### src/rtl/jtkicker_snd_pkg.sv
// Shared definitions for the main-to-sound command latch.
//   irq_st_e  : interrupt hand-shake states (ST_IDLE=0, ST_PEND=1)
//   DEF_DEPTH : default number of FIFO entries
package jtkicker_snd_pkg;

  typedef enum logic {
    ST_IDLE = 1'b0,
    ST_PEND = 1'b1
  } irq_st_e;

  localparam int DEF_DEPTH = 2;

endpackage

### src/rtl/jtkicker_edge.sv
// Registered rising-edge detector with an optional clock-enable qualifier.
//   clk  : system clock
//   rst  : synchronous active-high reset; reloads the current input level
//   cen  : qualifier, the input is only looked at while cen is high
//   din  : level to watch
//   rise : high for the cycle in which din is first seen high (combinational)
module jtkicker_edge (
  input  logic clk,
  input  logic rst,
  input  logic cen,
  input  logic din,
  output logic rise
);

  logic prev;

  // Loading the live level during reset means an input held high across
  // reset release is treated as already seen and does not fire.
  // NOTE: state is updated with non-blocking assignments so every register
  // samples the pre-edge values, regardless of block ordering.
  always_ff @(posedge clk) begin
    if (rst)      prev <= din;
    else if (cen) prev <= din;
  end

  assign rise = cen & din & ~prev;

endmodule

### src/rtl/jtroadf_snd_latch.sv
// Sound-side receiver of the main-to-sound command channel (clk24 domain).
// Bytes written by the main CPU are queued in a small FIFO read by the
// sound CPU; m2s_irq rising edges become a held active-low Z80 interrupt
// released by the interrupt acknowledge.
//   clk       : 24MHz system clock
//   rst       : synchronous active-high reset
//   main_dout : main CPU data bus
//   m2s_data  : latch chip-select level, one push per rising edge
//   m2s_irq   : interrupt request level, rising edge = request
//   snd_cen   : sound CPU clock enable, qualifies snd_rd and snd_iack
//   snd_rd    : sound CPU latch read strobe (level), one pop per rising edge
//   snd_iack  : sound CPU interrupt acknowledge (level)
//   snd_dout  : byte at FIFO head, last popped byte while empty
//   snd_irqn  : active-low interrupt to the sound CPU
//   level     : bytes queued, 0..DEPTH
//   ovf       : sticky, a write arrived while full and nothing was freed
module jtroadf_snd_latch
  import jtkicker_snd_pkg::*;
#(
  parameter int DEPTH = DEF_DEPTH,
  parameter int AW    = $clog2(DEPTH)
) (
  input  logic          clk,
  input  logic          rst,
  input  logic [7:0]    main_dout,
  input  logic          m2s_data,
  input  logic          m2s_irq,
  input  logic          snd_cen,
  input  logic          snd_rd,
  input  logic          snd_iack,
  output logic [7:0]    snd_dout,
  output logic          snd_irqn,
  output logic [AW:0]   level,
  output logic          ovf
);

  // Pointers carry one extra MSB so full (wr-rd == DEPTH) differs from empty.
  localparam int PW = AW + 1;
  // Index width kept at least one bit so DEPTH=1 still has a legal select.
  localparam int IW = (AW > 0) ? AW : 1;
  localparam int MW = 1 << IW;

  logic wr_rise, irq_rise, rd_rise;

  jtkicker_edge u_wr_edge (
    .clk  (clk),
    .rst  (rst),
    .cen  (1'b1),
    .din  (m2s_data),
    .rise (wr_rise)
  );

  jtkicker_edge u_irq_edge (
    .clk  (clk),
    .rst  (rst),
    .cen  (1'b1),
    .din  (m2s_irq),
    .rise (irq_rise)
  );

  jtkicker_edge u_rd_edge (
    .clk  (clk),
    .rst  (rst),
    .cen  (snd_cen),
    .din  (snd_rd),
    .rise (rd_rise)
  );

  logic [PW-1:0] wr_ptr, rd_ptr, wr_nxt, rd_nxt;
  logic [IW-1:0] wr_idx, rd_idx, rd_nxt_idx;
  logic [7:0]    mem [MW];
  logic [7:0]    head_nxt;
  logic          full, empty, pop_ok, push_ok, wr_blocked, overwrite;

  assign level = wr_ptr - rd_ptr;
  assign full  = (level == PW'(DEPTH));
  assign empty = (level == '0);

  // A pop frees a slot in the same cycle, so a write while full still lands
  // when it coincides with a read; only an unmatched write is blocked.
  assign pop_ok     = rd_rise & ~empty;
  assign push_ok    = wr_rise & (~full | pop_ok);
  assign wr_blocked = wr_rise & full & ~pop_ok;
  // A single-entry FIFO behaves as a plain latch: blocked writes replace it.
  assign overwrite  = wr_blocked & (DEPTH == 1);

  assign wr_nxt = wr_ptr + PW'(push_ok);
  assign rd_nxt = rd_ptr + PW'(pop_ok);

  // NOTE: every signal assigned in always_comb gets a default first, so no
  // path leaves it unassigned and no latch is inferred.
  always_comb begin
    wr_idx     = '0;
    rd_idx     = '0;
    rd_nxt_idx = '0;
    if (DEPTH > 1) begin
      wr_idx     = wr_ptr[IW-1:0];
      rd_idx     = rd_ptr[IW-1:0];
      rd_nxt_idx = rd_nxt[IW-1:0];
    end
  end

  // Head after this cycle: a byte being written this cycle bypasses memory
  // when it becomes the new head.
  always_comb begin
    head_nxt = mem[rd_nxt_idx];
    if ((push_ok && wr_idx == rd_nxt_idx) || overwrite) head_nxt = main_dout;
  end

  // NOTE: the storage array has no reset; pointers define which entries are
  // valid, so clearing the data would only cost logic.
  always_ff @(posedge clk) begin
    if (!rst) begin
      if (push_ok)        mem[wr_idx] <= main_dout;
      else if (overwrite) mem[rd_idx] <= main_dout;
    end
  end

  always_ff @(posedge clk) begin
    if (rst) begin
      wr_ptr   <= '0;
      rd_ptr   <= '0;
      snd_dout <= 8'h00;
      ovf      <= 1'b0;
    end else begin
      wr_ptr <= wr_nxt;
      rd_ptr <= rd_nxt;
      if (wr_blocked) ovf <= 1'b1;
      // When the FIFO drains, the output keeps the byte just popped.
      if (wr_nxt != rd_nxt) snd_dout <= head_nxt;
    end
  end

  irq_st_e irq_st;

  // A new request beats an acknowledge in the same cycle, so a request
  // arriving during the ack is never lost.
  always_ff @(posedge clk) begin
    if (rst) begin
      irq_st   <= ST_IDLE;
      snd_irqn <= 1'b1;
    end else begin
      case (irq_st)
        ST_IDLE: begin
          if (irq_rise) begin
            irq_st   <= ST_PEND;
            snd_irqn <= 1'b0;
          end
        end
        ST_PEND: begin
          if (snd_iack && snd_cen && !irq_rise) begin
            irq_st   <= ST_IDLE;
            snd_irqn <= 1'b1;
          end
        end
        default: begin
          irq_st   <= ST_IDLE;
          snd_irqn <= 1'b1;
        end
      endcase
    end
  end

endmodule
### config.mk
export PLATFORM = sky130hd
export DESIGN_NAME = jtroadf_snd_latch
export DESIGN_NICKNAME = d
export VERILOG_FILES = /design/src/rtl/jtkicker_snd_pkg.sv /design/src/rtl/jtkicker_edge.sv /design/src/rtl/jtroadf_snd_latch.sv
export SDC_FILE = /design/constraint.sdc
export NUM_CORES = 1
export LEC_CHECK = 0
export CORE_ASPECT_RATIO = 1.5
export CORE_MARGIN = 1.5
export CORE_UTILIZATION = 51
export DETAILED_ROUTE_END_ITERATION = 10
export HOLD_SLACK_MARGIN = 0.05
export PLACE_DENSITY_LB_ADDON = 0.25
export SETUP_SLACK_MARGIN = 0.5
export SLEW_MARGIN = 20
export SYNTH_ARGS = -nofsm -noshare
export SYNTH_HDL_FRONTEND = slang
export SYNTH_SLANG_ARGS = --single-unit
### constraint.sdc
create_clock -name clk -period 3 [get_ports clk]
set_clock_uncertainty 0.05 [all_clocks]
set_input_delay 0.6 -clock clk [delete_from_list [all_inputs] [get_ports clk]]
set_output_delay 0.6 -clock clk [all_outputs]
set_load 0.02 [all_outputs]
---- Word-level counts from Yosys, hierarchy flattened ----
Memories as Yosys holds them, arrays and structs flattened. A register that Yosys moved wholly into a read port is not among the register bits.
Index checks and enable logic that the tools add are counted.
Widths: inputs -> output; s select.
word-level totals
  bits in registers ....................... 10
  memory bits (writable) .................. 16
  input port bits ......................... 15
  output and inout bits ................... 12
  word-level logic and storage cells ...... 49
  memories kept ........................... 1
cells by class
  add/sub/neg operators ................... 3
  equality and inequality tests ........... 4
  mux-type cells .......................... 11
  bitwise logic cells ..................... 16
  reduce and logical (&&, ||, !) cells .... 6
memories
  name  words  bits a word  rd ports  clocked after Yosys merged registers in  write ports  line                     source
  mem   2      8            1         1                                        1            jtroadf_snd_latch.sv:71  logic [7:0] mem [MW];
operators with widths
  cell                number
  $mux 1              9
  $and 1x1->1         8
  $not 1->1           7
  $add 2x1->2         2
  $pmux 1 s2          2
  $eq 2x2->1 const B  1
  $logic_and 1x1->1   2
  $logic_not 2->1     1
  $ne 2x1->1 const B  1
  $ne 2x2->1          1
  $ne 2x2->1 const B  1
  $reduce_and 2->1    1
  $reduce_bool 2->1   1
  $sub 2x2->2         1
  $logic_not 1->1     1
  $or 1x1->1          1

---- Logic depth before layout (Yosys ltp) ----
Gate-level depths: netlist of the first run.
  depth after elaboration ................. 9
  depth in mapped cells ................... 13
  mapped depth without buffers ............ 11

---- By module ----
A second synthesis of the first run with hierarchy kept.
second synthesis, totals
  cell total of the unflattened synthesis .. 102
  area, all modules ....................... 1425.1 um^2
modules (own cells, without submodules)
  module             instances  cells each  area each (um^2)  sequential area each (um^2)
  jtroadf_snd_latch  1          93          1286.2            780.7
  jtkicker_edge      3          3           46.3              30.0

---- Least setup slack after synthesis of the first run ----
No wires, ideal clock.
  path kind ............................... register -> register
  start point ............................. register wr_ptr[0]
  end point ............................... register snd_dout[1] (read register of mem)
  setup time .............................. 0.138 ns
  data arrival time ....................... 2.258 ns
  data required time ...................... 2.812 ns
  path slack .............................. 0.554 ns
  cell stages (with the launch flop) ...... 13
  path buffers ............................ 1
  period minus slack after synthesis ...... 2.446 ns
  cells stage by stage .................... dfxtp_1 > inv_1 > ha_1 > inv_2 > o31ai_4 > buf_2 > inv_2 > ha_1 > xnor2_1 > xnor2_1 > nand2_1 > o211ai_2 > a21oi_2
between the ends
  word-level cells in the longest chain between the ends .. 8
  elaborated cells between the ends (all ways) .. 11
  classes of those cells .................. add/sub (3); eq/ne (2); bitwise (5); reduce/logical (1)
ends and longest elaborated chain
  element                 line                      source
  from (decl)             jtroadf_snd_latch.sv:69   logic [PW-1:0] wr_ptr, rd_ptr, wr_nxt, rd_nxt;
  from (signal assigned)  jtroadf_snd_latch.sv:126  wr_ptr <= wr_nxt;
  $sub 2x2->2 *           jtroadf_snd_latch.sv:75   assign level = wr_ptr - rd_ptr;
  via level[0]            jtroadf_snd_latch.sv:33   output logic [AW:0] level,
  $logic_not 2->1         jtroadf_snd_latch.sv:77   assign empty = (level == '0);
  $not 1->1               jtroadf_snd_latch.sv:81   assign pop_ok = rd_rise & ~empty;
  $and 1x1->1             jtroadf_snd_latch.sv:81
  $or 1x1->1              jtroadf_snd_latch.sv:82   assign push_ok = wr_rise & (~full | pop_ok);
  $and 1x1->1             jtroadf_snd_latch.sv:82
  $add 2x1->2             jtroadf_snd_latch.sv:87   assign wr_nxt = wr_ptr + PW'(push_ok);
  $ne 2x2->1              jtroadf_snd_latch.sv:130  if (wr_nxt != rd_nxt) snd_dout <= head_nxt;
  to (decl)               jtroadf_snd_latch.sv:31   output logic [7:0] snd_dout,
Mark *: on every way through the listed nets, which the timed path passes. The rest lies on a longest branch.
A chain may end at the register's enable or synchronous reset.

---- Worst setup path in the final report of the first run ----
  start point ............................. input port snd_rd
  end point ............................... register snd_dout[6] (read register of mem)
between the ends
  word-level cells in the longest chain between the ends .. 7
  elaborated cells between the ends (all ways) .. 8
  classes of those cells .................. add/sub (2); eq/ne (1); bitwise (5)
ends and longest elaborated chain
  element                    line                      source
  from (decl)                jtroadf_snd_latch.sv:29   input logic snd_rd,
  $and 1x1->1 (2 in series)  jtkicker_edge.sv:26       assign rise = cen & din & ~prev;
  $and 1x1->1                jtroadf_snd_latch.sv:81
  $or 1x1->1                 jtroadf_snd_latch.sv:82
  $and 1x1->1                jtroadf_snd_latch.sv:82
  $add 2x1->2                jtroadf_snd_latch.sv:87
  via wr_nxt[0]              jtroadf_snd_latch.sv:69
  $ne 2x2->1                 jtroadf_snd_latch.sv:130
The timed path passes the listed nets, and every way through them passes these cells.

==> impl_metrics.toml, run 1 <==
[route]
drcViolationCount = 0
route.met3.wl_um = 141
routed.top_layer = "met4"
via_per_inst = 5.40
wl_um = 3210
dr_wl_met2_um = 1830
wl_met1_um = 1180
ant_nets = 0
num_vias = 1031
first_iter_violations = 33
wl_per_cell_um = 16.8
dr.pass1.iters = 4

[finish]
diodes = 0
nets = 171
drive_above_1_share_pct = 31.8
area_growth_pct = 34.2

[synth]
yosysSeqAreaShare_pct = 57.5
ys_top_cells_by_count = "dfxtp_1, edfxtp_1, nand2_1"
synth_area_sq_um = 1480
synth.top_cell.area_share_pct = 34.5
ys_warn_count = 0
synth.largest_area_cell = "edfxtp_1"
syn_inst = 118
synth.area.top_cells = "edfxtp_1, dfxtp_1, o211ai_2"
avgSynthCellArea_sq_um = 12.5
synth_top_family_by_area = "compound AO/OA/AOI/OAI gates"
synthArstFlopShare_pct = 0
ys_seq_elements = 34
synthAdderAreaFrac_pct = 2.54
synth_edf_count = 17
synthMuxAreaShare_pct = 5.41
synthFlopType = "edfxtp_1"
synth_fp_nets = 136
synth_cell_types = 30
synth_compound_area_share_pct = 17.8
synth-xor-area-share_pct = 4.65
yosys.area_share.simple_pct = 8.88

[timing]
period_needed_ps = 2430
worst_pin_slew_ps = 688
whs_ps = 422
drv_slew = 0
max_freq_mhz = 411
grt_setup_unrepaired = "yes"
timing.final.crit_share_pct = 81.1
setup_slack_ps = 568
slew_headroom_pct = 53.9
final-setup-viol-count = 0
hold_viol = 0

[die]
row_count = 23
dieWidth_um = 47.0
coreArea_sq_um = 2710
die_area_sq_um = 3240
io_pins = 27
die_h_um = 69.0
initial_core_util_pct = 54.7

[worst_setup_path]
r2r_start = "wr_ptr[0]$_SDFF_PP0_"
arrival_ps = 2600
cp_slowest_cell = "clkdlybuf4s50_1"
rr_worst_depth = 10
rr_endpoint = "snd_dout[6]$_SDFFE_PP0P_"
critPathMaxFanout = 8
criticalPathCategory = "primary input to flip-flop"
crit_family = "simple AND/OR/NAND/NOR gates"
path_cells = "clkdlybuf4s50_1, and3b_2, o31ai_4, inv_2, ha_2, xnor2_2, and2_4, nand2_1, a21oi_2"
rrSetupSlack_ps = 630
required_ps = 3170
slowest_delay_ps = 420
cp_num_buf_inv = 2
crit_path_start_kind = "primary input"
worstSetupEndpointType = "flip-flop"

[worst_hold_path]
min_path_type = "flip-flop to flip-flop"
hold_path_startpoint = "snd_irqn$_SDFFE_PP1P_"
whs_path_depth = 2
hold_end = "snd_irqn$_SDFFE_PP1P_"

[power_and_ir_drop]
p_leak_nw = 0.692
ir_drop_mv = 0.391
p_per_area_nw_per_um2 = 549

[global_route]
grt_max_degree = 11
gr-total-overflow = 0
antenna_found_initial = 0
grt_pass1_wl_um = 5020
grt_pass1_vias = 1072
track_usage_pct = 23.1

[clocking]
cts_tree = "yes"
numCtsBuffers = 5
clockBufferDepth = 2
clkTransAtPathRegs_ps = 70
cts.sinks = 34
cts_root_buf = "clkbuf_8"
htree_levels = 2
insertion_delay_ps = 280

[placement]
place_congestion = 0.792
place_ws_ps = -17.5
io_buffers = 26
dp_hpwl_um = 2240

[flow_run]
max-cap-violations = 0

[status]
status = "completed"
per-stage QoR:
step	instances	setup TNS (ps)	area [sq um]	power, mW	utilization (%)
floorplan	118	0	1480	0.668	-
detailed placement	181	-17.5	1800	0.757	66.7
global placement	181	0	1790	0.746	66.3
global route	191	0	1990	1.13	73.4
CTS	190	0	1920	1.08	71.0
finish	191	0	1990	1.09	73.4
how the worst max path moves through the flow:
stage                                    start  slack [ps]  depth (start not counted)                        to
after global placement                 snd_cen         140                         10  snd_dout[2]$_SDFFE_PP0P_
after global routing                   snd_cen         470                         10  snd_dout[3]$_SDFFE_PP0P_
after detailed placement               snd_cen         -20                         10  snd_dout[6]$_SDFFE_PP0P_
after CTS                 wr_ptr[0]$_SDFF_PP0_         490                          4                  level[0]
final                                   snd_rd         570                          9  snd_dout[6]$_SDFFE_PP0P_
after floorplan           wr_ptr[0]$_SDFF_PP0_         550                         12  snd_dout[1]$_SDFFE_PP0P_
worst reg2reg max path, stage by stage (launching register included):
cell,delay (ps)
dfxtp_2,380
inv_1,90
ha_1,350
inv_2,80
o31ai_4,260
inv_2,60
ha_2,290
xnor2_2,250
and2_4,260
nand2_1,80
a21oi_2,140
layout make-up:
cell class / count / area [sq um]
Multi-Input combinational cell: 75 / 672
Sequential cell: 34 / 852
Tap cell: 37 / 46.3
Timing Repair Buffer: 34 / 323
Clock inverter: 2 / 8.76
Clock buffer: 6 / 72.6
Inverter: 3 / 11.3
Fill cell: 211 / 719
metal layers:
layer / global-route usage (%) / vias up
li1: - / 494
met1: 23.6 / 500
met2: 38.7 / 30
met3: 6.51 / 7
met4: 16.3 / 0
met5: 0 / -
cell families after synthesis:
kind of cell,after synthesis
flops,34
compound gates,30
simple gates,27
buf+inv,9
mux,8
xor+xnor,7
fa+ha+maj,3
placed cells by master, fill, tap and decap left out, types with 2 or more instances in the layout:
cell type / n
a21oi_1: 2
a21oi_2: 8
buf_4: 8
clkbuf_8: 5
clkdlybuf4s50_1: 25
dfxtp_1: 16
edfxtp_1: 17
inv_2: 2
mux2i_1: 8
nand2_1: 11
nand2b_1: 2
nor2_1: 3
nor2b_1: 2
nor3_2: 2
o211ai_2: 8
o21ai_1: 8
xnor2_1: 2
xnor2_2: 4
sequential cells by signal, summed over array words and instances (netlist names):
signal / count
u_rd_edge.prev: 1
mem: 16
u_irq_edge.prev: 1
irq_st: 1
rd_ptr: 2
ovf: 1
snd_irqn: 1
u_wr_edge.prev: 1
wr_ptr: 2
snd_dout: 8
power by group:
group	internal, mW	switching [mW]	total, mW
sequential	0.515	0.0151	0.530
combinational	0.114	0.128	0.241
clock	0.159	0.158	0.318
repair_timing:
action | 4_1_cts | 5_1_grt
hold buffers | 0 | 0
pin swaps | 2 | 8
endpoints found under the setup margin | 8 | 10
setup buffers | 1 | 1
resized for setup | 15 | 11
No activity file was read; power rests on OpenSTA's default activity.
==> run 2: changes to the inputs <==
--- a/config.mk
+++ b/config.mk
@@ -7,7 +7,7 @@
 export LEC_CHECK = 0
 export CORE_ASPECT_RATIO = 1.5
 export CORE_MARGIN = 1.5
-export CORE_UTILIZATION = 51
+export CORE_UTILIZATION = 46
 export DETAILED_ROUTE_END_ITERATION = 10
 export HOLD_SLACK_MARGIN = 0.05
 export PLACE_DENSITY_LB_ADDON = 0.25
==> constraint.sdc (replaced) <==
create_clock -name clk -period 2.18 [get_ports clk]
set_clock_uncertainty 0.05 [all_clocks]
set_input_delay 0.436 -clock clk [delete_from_list [all_inputs] [get_ports clk]]
set_output_delay 0.436 -clock clk [all_outputs]
set_load 0.02 [all_outputs]
==> run 2 against run 1 <==
Against the previous run:
- total power rose by 48%
- setup slack got worse by 480 ps
- routed wire length rose by 3.7%
- critical path type is now flip-flop to flip-flop
- critical endpoint is now snd_dout[1]$_SDFFE_PP0P_
==> impl_metrics.toml, run 2 (synthesis results as in run 1) <==
[route]
drcViolationCount = 0
first_iter_violations = 28
wl_per_cell_um = 15.8
dr.pass1.iters = 4
num_vias = 1088
via_per_inst = 5.16
ant_nets = 0
wl_um = 3330

[die]
row_count = 25
dieWidth_um = 49.3
die_h_um = 72.5
io_pins = 27
initial_core_util_pct = 47.8
coreArea_sq_um = 3100
die_area_sq_um = 3570

[clocking]
cts.sinks = 34
cts_root_buf = "clkbuf_8"
numCtsBuffers = 5
clockBufferDepth = 2
cts_tree = "yes"
insertion_delay_ps = 290
htree_levels = 2
clkTransAtPathRegs_ps = 70

[finish]
final_common_cell = "buf_4"
multiInputGateArea_sq_um = 766
area_growth_pct = 52.9
regMostFlops = "mem"
diodes = 0
nFillCells = 196
drive_above_1_share_pct = 49.7
largest_reg_flops = 16
top_regs = "mem: 16 flops, snd_dout: 8 flops"
seqCellArea_sq_um = 860
nets = 188
final_area_sq_um = 2260
final_cell_mix = "buf_4, edfxtp_1, dfxtp_1, clkdlybuf4s50_1, dlygate4sd2_1"

[power_and_ir_drop]
p_comb_share_pct = 25.1
pwr-share-clk_pct = 29.5
p_int_mw = 1.16
p_per_area_nw_per_um2 = 711
p_leak_nw = 0.858
ir_drop_mv = 0.505
p_switching_uw = 453
swShare_pct = 28.2
power_mw = 1.61
pwr-share-seq_pct = 45.4

[worst_setup_path]
criticalPathCategory = "flip-flop to flip-flop"
required_ps = 2310
cp-startpoint = "wr_ptr[0]$_SDFF_PP0_"
worst-path-stages = 9
cp_num_buf_inv = 1
rr_worst_depth = 9
cp_slowest_cell = "dfxtp_4"
r2r_start = "wr_ptr[0]$_SDFF_PP0_"
path_cells = "inv_4, ha_4, a21boi_2, ha_1, xnor2_2, nand2b_1, or2_4, o211ai_2, a21oi_2"
crit_family = "adder cells"
slowest_delay_ps = 360
arrival_ps = 2220
critPathMaxFanout = 8
crit_path_start_kind = "flip-flop"
worstSetupEndpointType = "flip-flop"

[timing]
final-setup-viol-count = 0
worst_pin_slew_ps = 338
max_freq_mhz = 478
period_needed_ps = 2090
timing.final.crit_share_pct = 95.9
drv_slew = 0
hold_viol = 0
grt_setup_unrepaired = "yes"
slew_headroom_pct = 77.4

[placement]
dp_hpwl_um = 2110
io_buffers = 26
place_congestion = 0.777
dpl_cell_area_sq_um = 1900

[global_route]
track_usage_pct = 20.3
antenna_found_initial = 0
gr-total-overflow = 0
grt_pass1_wl_um = 5320
grt_max_degree = 12
grt_pass1_vias = 1134

[status]
status = "completed"

[worst_hold_path]
hold_path_startpoint = "m2s_data"
whs_path_depth = 1
min_path_type = "primary input to flip-flop"

[flow_run]
max-cap-violations = 0
[run 2: power groups by stage]
stage	sequential, mW	combinational, mW	clock [mW]
final	0.730	0.405	0.474
after global routing	0.734	0.433	0.503
after CTS	0.730	0.360	0.473
after detailed placement	0.740	0.319	0
after global placement	0.740	0.310	0
after floorplan	0.766	0.175	0
[run 2: stage by stage]
stage	utilization [%]	hold WS (ps)	instances	TNS, ps	setup slack (ps)
final	73.1	230	211	0	90.0
after global routing	73.1	219	211	0	1.67
after CTS	69.5	408	206	0	4.33
after detailed placement	61.3	409	190	-6520	-631
after global placement	60.9	401	190	-11370	-487
after floorplan	-	396	118	-110	-14.6
[run 2: path summary, 6_finish.rpt]
kind / endpoint / slack (ps)
hold reg to reg: snd_dout[2]$_SDFFE_PP0P_ / 410
setup reg to reg: snd_dout[1]$_SDFFE_PP0P_ / 90
hold / removal: u_wr_edge.prev$_DFF_P_ / 230
setup / recovery: snd_dout[1]$_SDFFE_PP0P_ / 90
[run 2: routing by layer]
layer / track usage, % / up-vias / wire (um)
li1: - / 527 / -
met3: 5.35 / 12 / 134
met2: 36.8 / 29 / 1870
met4: 9.21 / 0 / 85
met5: 0 / - / 0
met1: 21.7 / 520 / 1230
[run 2: what timing repair did]
action | in CTS | in global routing
resized for setup | 46 | 26
pin swaps | 18 | 23
setup endpoints to repair | 39 | 30
buffers inserted | 8 | 5
hold buffers | 0 | 0
[run 2: final cells by class]
cell class | count | share of cell area, %
flip-flops and latches | 34 | 38.0
multi-input cells | 75 | 33.8
repair buffers | 51 | 21.1
clock buffers | 7 | 3.81
well taps | 40 | 2.21
inverters | 3 | 0.829
clock inverters | 1 | 0.221
==> run 3: changes to the inputs <==
--- a/config.mk
+++ b/config.mk
@@ -5,7 +5,7 @@
 export SDC_FILE = /design/constraint.sdc
 export NUM_CORES = 1
 export LEC_CHECK = 0
-export CORE_ASPECT_RATIO = 1.5
+export CORE_ASPECT_RATIO = 1.2
 export CORE_MARGIN = 1.5
 export CORE_UTILIZATION = 46
 export DETAILED_ROUTE_END_ITERATION = 10
==> run 3 against run 2 <==
Against the previous run:
- routed wire length is 8.1% higher
- maximum frequency is 0.35% higher
- setup slack better by 7.4 ps
- critical path depth fell by 1
- final cell count down 0.47%
- largest cell class unchanged
- highest routed layer unchanged
==> impl_metrics.toml, run 3 (synthesis results as in run 1) <==
[timing]
period_needed_ps = 2080
max_freq_mhz = 480
grt_setup_unrepaired = "yes"
slew_headroom_pct = 79.7
timing.final.crit_share_pct = 95.5
worst_pin_slew_ps = 303
final-setup-viol-count = 0
hold_viol = 0
drv_slew = 0

[power_and_ir_drop]
pwr-share-clk_pct = 24.3
p_int_mw = 1.06
pwr-share-seq_pct = 48.6
p_switching_uw = 434
p_comb_share_pct = 27.0
ir_drop_mv = 0.566
p_per_area_nw_per_um2 = 663
swShare_pct = 29.0
p_leak_nw = 0.850

[finish]
regMostFlops = "mem"
largest_reg_flops = 16
drive_above_1_share_pct = 47.7
area_growth_pct = 52.3
final_common_cell = "buf_4"
nets = 191
diodes = 0
final_cell_mix = "buf_4, edfxtp_1, dfxtp_1, dlygate4sd2_1, clkdlybuf4s50_1"
top_regs = "mem: 16 flops, snd_dout: 8 flops"
final_area_sq_um = 2250
final_cells = 210
nFillCells = 211

[route]
routed.top_layer = "met4"
dr_wl_met2_um = 1980
wl_um = 3590
num_vias = 1096
drcViolationCount = 0
first_iter_violations = 38
wl_met1_um = 1350
via_per_inst = 5.22
wl_per_cell_um = 17.1
ant_nets = 0
route.met3.wl_um = 169
dr.pass1.iters = 4

[worst_setup_path]
rrSetupSlack_ps = 100
arrival_ps = 2270
criticalPathCategory = "flip-flop to flip-flop"
crit_path_start_kind = "flip-flop"
worstSetupEndpointType = "flip-flop"
required_ps = 2360
critPathMaxFanout = 8

[global_route]
grt_max_degree = 13
gr-total-overflow = 0
grt_pass1_vias = 1164
grt_pass1_wl_um = 5330
track_usage_pct = 22.0
antenna_found_initial = 0

[die]
die_area_sq_um = 3570
initial_core_util_pct = 48.4
dieWidth_um = 54.8
io_pins = 27
row_count = 22
die_h_um = 65.1
coreArea_sq_um = 3060

[placement]
dp_hpwl_um = 2190
place_congestion = 0.758
io_buffers = 26
dp.cells = 184
dpl_cell_area_sq_um = 1870

[clocking]
clockBufferDepth = 2
cts.sinks = 34
numCtsBuffers = 5
ctsHoldBuffers = 0
cts_root_buf = "clkbuf_4"
insertion_delay_ps = 340
htree_levels = 2
clkTransAtPathRegs_ps = 100
cts_tree = "yes"

[status]
status = "completed"

[flow_run]
max-cap-violations = 0

[worst_hold_path]
min_path_type = "primary input to flip-flop"
==> run 3: changes by cell type in the layout (fill, tap and decap cells not counted), sizes merged <==
cell	previous run	this run
buf	26	30
clkdlybuf4s15	2	0
clkinv	1	0
dlygate4sd2	10	12
==> run 3: timing repair <==
action / 4_1_cts / 5_1_grt
endpoints found under the setup margin: 40 / 29
buffers inserted: 11 / 7
pin swaps: 11 / 15
resized for setup: 53 / 17
==> run 3: worst paths after layout <==
check,startpoint,end,depth (start not counted)
worst max register to register,u_rd_edge.prev$_DFFE_PP_,snd_dout[4]$_SDFFE_PP0P_,8
worst min-delay path,m2s_data,u_wr_edge.prev$_DFF_P_,1
worst min register to register,ovf$_SDFFE_PP0P_,ovf$_SDFFE_PP0P_,2
worst max-delay path,u_rd_edge.prev$_DFFE_PP_,snd_dout[4]$_SDFFE_PP0P_,8
==> run 3: through the flow <==
step	total power, mW	hold slack [ps]	utilization [%]	setup TNS (ps)	setup WS (ps)
6_report	1.49	179	73.8	0	97.3
5_1_grt	1.56	165	73.8	0	5.87
4_1_cts	1.44	356	69.2	0	52.1
3_5_place_dp	1.06	405	61.3	-9930	-622
3_3_place_gp	1.05	397	61.1	-11050	-518
2_1_floorplan	0.941	396	-	-110	-14.6
==> run 3: final cells by class <==
type	count	area [sq um]	share of cell area (%)
clock buffer	8	58.8	2.61
inverter	3	18.8	0.832
multi-input combinational	75	768	34.1
sequential	34	863	38.3
tap	36	45.0	2.00
timing repair buffer	54	500	22.2
==> run 3: metal layers <==
layer  vias up  track usage [%]
met1       519             22.5
met2        28             36.8
met4         0             13.1
met5         -                0
met3         9             7.73
li1        540                -
==> run 3: worst max-delay path: stages, from the launching register on <==
cell and delay [ps]:
edfxtp_1 370, and3b_2 280, a21boi_2 220, ha_4 240, xnor2_2 120, nand2b_1 100, or2_4 300, o211ai_2 200
a21oi_2 70
==> run 3: power by group through the flow <==
| stage | logic, mW | clock network (mW) | registers [mW] |
|---|---|---|---|
| floorplan | 0.175 | 0 | 0.766 |
| global placement | 0.308 | 0 | 0.738 |
| detailed placement | 0.318 | 0 | 0.740 |
| CTS | 0.351 | 0.367 | 0.725 |
| global route | 0.428 | 0.398 | 0.730 |
| finish | 0.404 | 0.364 | 0.726 |
==> edit: new RTL, flow settings as in run 2 <==
`DEF_DEPTH`: 2 -> 1.
--- a/src/rtl/jtkicker_snd_pkg.sv
+++ b/src/rtl/jtkicker_snd_pkg.sv
@@ -10,3 +10,3 @@
 
-  localparam int DEF_DEPTH = 2;
+  localparam int DEF_DEPTH = 1;
 
Interface: changed (resized level); port bits go from 27 to 26. The function was not compared with the original's and may differ.
==> edit against run 2 <==
- sequential cell count shrank 10
- worst setup slack improved by 490 ps
- area after synthesis shrank 38%
- design area decreased by 43%
- via count decreased by 30%
- wire length shrank 41%
- synthesized cell count shrank 29%
- total power fell by 39%
==> edit: results (changes against run 2) <==
Critical path
  – FF-to-FF path depth: 5 (-4)
  – Slowest stage delay, CP: 390 ps (+30 ps)
  – Critical Path Fanout Max: 4 (-4)
  – Worst endpoint data arrival time: 1110 ps (-1110 ps)
  – R2R setup slack: 760 ps (+670 ps)
  – Reg2reg start: wr_ptr
  – RR Endpoint: wr_ptr

Pwr
  – Worst VDD drop: 0.567 mV (+12%)
  – Leakage: 0.491 nW (-43%)

Synth
  – Post-synth EDFFs: 9 (-8)
  – Post-Syn Nets: 99 (-27%)
  – Most instantiated cells after synthesis: 15 x dfxtp_1, 10 x nor2_1, 9 x edfxtp_1, 9 x o21ai_0
  – Sequential area share after synthesis: 62.3% (+4.8 points)
  – Yosys cell types: 23 (-23%)

Cells and area
  – Post-layout nets: 132 (-30%)
  – Largest regs: mem: 8 flops, snd_dout: 8 flops

Routing
  – Met1 wire length: 844 um (-32%)
  – Met2 wire len: 1000 um (-47%)
  – Initial DRC count: 16 (-43%)
  – Final wirelength: 1960 um (-41%)
  – Wirelength per Cell: 14.3 um (-9.2%)

Clocking
  – Clock slew at reported path FFs: 130 ps (+60 ps)
  – Clk Latency, worst-skew pair: 310 ps (+20 ps)
  – Root Buffer: clkbuf_4
  – H-tree Lvls: 1 (-1)

Global routing
  – Vias in the first global route: 714 (-37%)
  – Largest net degree at the start of global routing: 15 (+3)
  – Grt met3 use: 2.30% (-3.1 points)
  – M2 GR Usage: 31.4% (-5.4 points)

Min path
  – Worst Hold Class: register to register
  – Worst hold endpoint: ovf
  – Min-delay src: ovf

Place
  – Routability Congestion: 0.699 (-10%)
  – I/O Buffers: 25 (-3.8%)
  – Placed Area: 0.00122 mm^2 (-36%)

Timing
  – WHS: 403 ps (+172 ps)
  – Slew HR: 77.8% (+0.41 points)

Run status
  – Status: complete, no violations
edit: changes by cell type after synthesis, sizes merged, moves of 7 or more:
cell / before / now
mux2i: 8 / 0
nand2: 12 / 5
edfxtp: 17 / 9
a311oi: 0 / 8
o211ai: 8 / 0
nor2: 3 / 10
nand3: 0 / 8
edit: worst max-delay path by stage:
stage / from / end / slack, ps
floorplan: m2s_data / mem[0][0] / 540
global placement: snd_cen / snd_dout[0] / 300
detailed placement: snd_cen / snd_dout[2] / 270
CTS: rd_ptr / level / 430
global route: snd_cen / snd_dout[4] / 520
finish: wr_ptr / level / 580
edit: cell families (layout without fill, tap and decap cells):
family / after synthesis / after routing / synth area share, %
compound gates: 22 / 22 / 16.1
xor+xnor: 1 / 1 / 1.78
buf+inv: 6 / 38 / 2.87
flops: 24 / 24 / 62.3
mux: 1 / 1 / 1.23
simple gates: 30 / 30 / 15.7
edit: metrics by stage:
step | power (mW) | worst slack [ps]
after CTS | 0.991 | 429
after global placement | 0.676 | 299
final | 0.981 | 582
after floorplan | 0.591 | 539
after global routing | 1.02 | 519
after detailed placement | 0.679 | 272
edit: repair_timing:
| action | CTS | global route |
|---|---|---|
| hold buffers | 0 | 0 |
| endpoints found under the setup margin | 11 | 1 |
| resized for setup | 14 | 3 |
| pin swaps | 1 | 1 |
| setup buffers | 1 | 0 |
edit: area by class of cell:
class,count,area (um^2)
multi-input cells,54,330
clock inverters,1,30.0
inverters,2,10.0
well taps,21,26.3
clock buffers,3,22.5
repair buffers,32,285
flip-flops and latches,24,576
fillers,150,574
edit: where the power goes:
part	switching (mW)	internal, mW	leakage (nW)
logic	0.0828	0.0748	0.254
clock network	0.132	0.186	0.0279
registers	0.0135	0.492	0.209
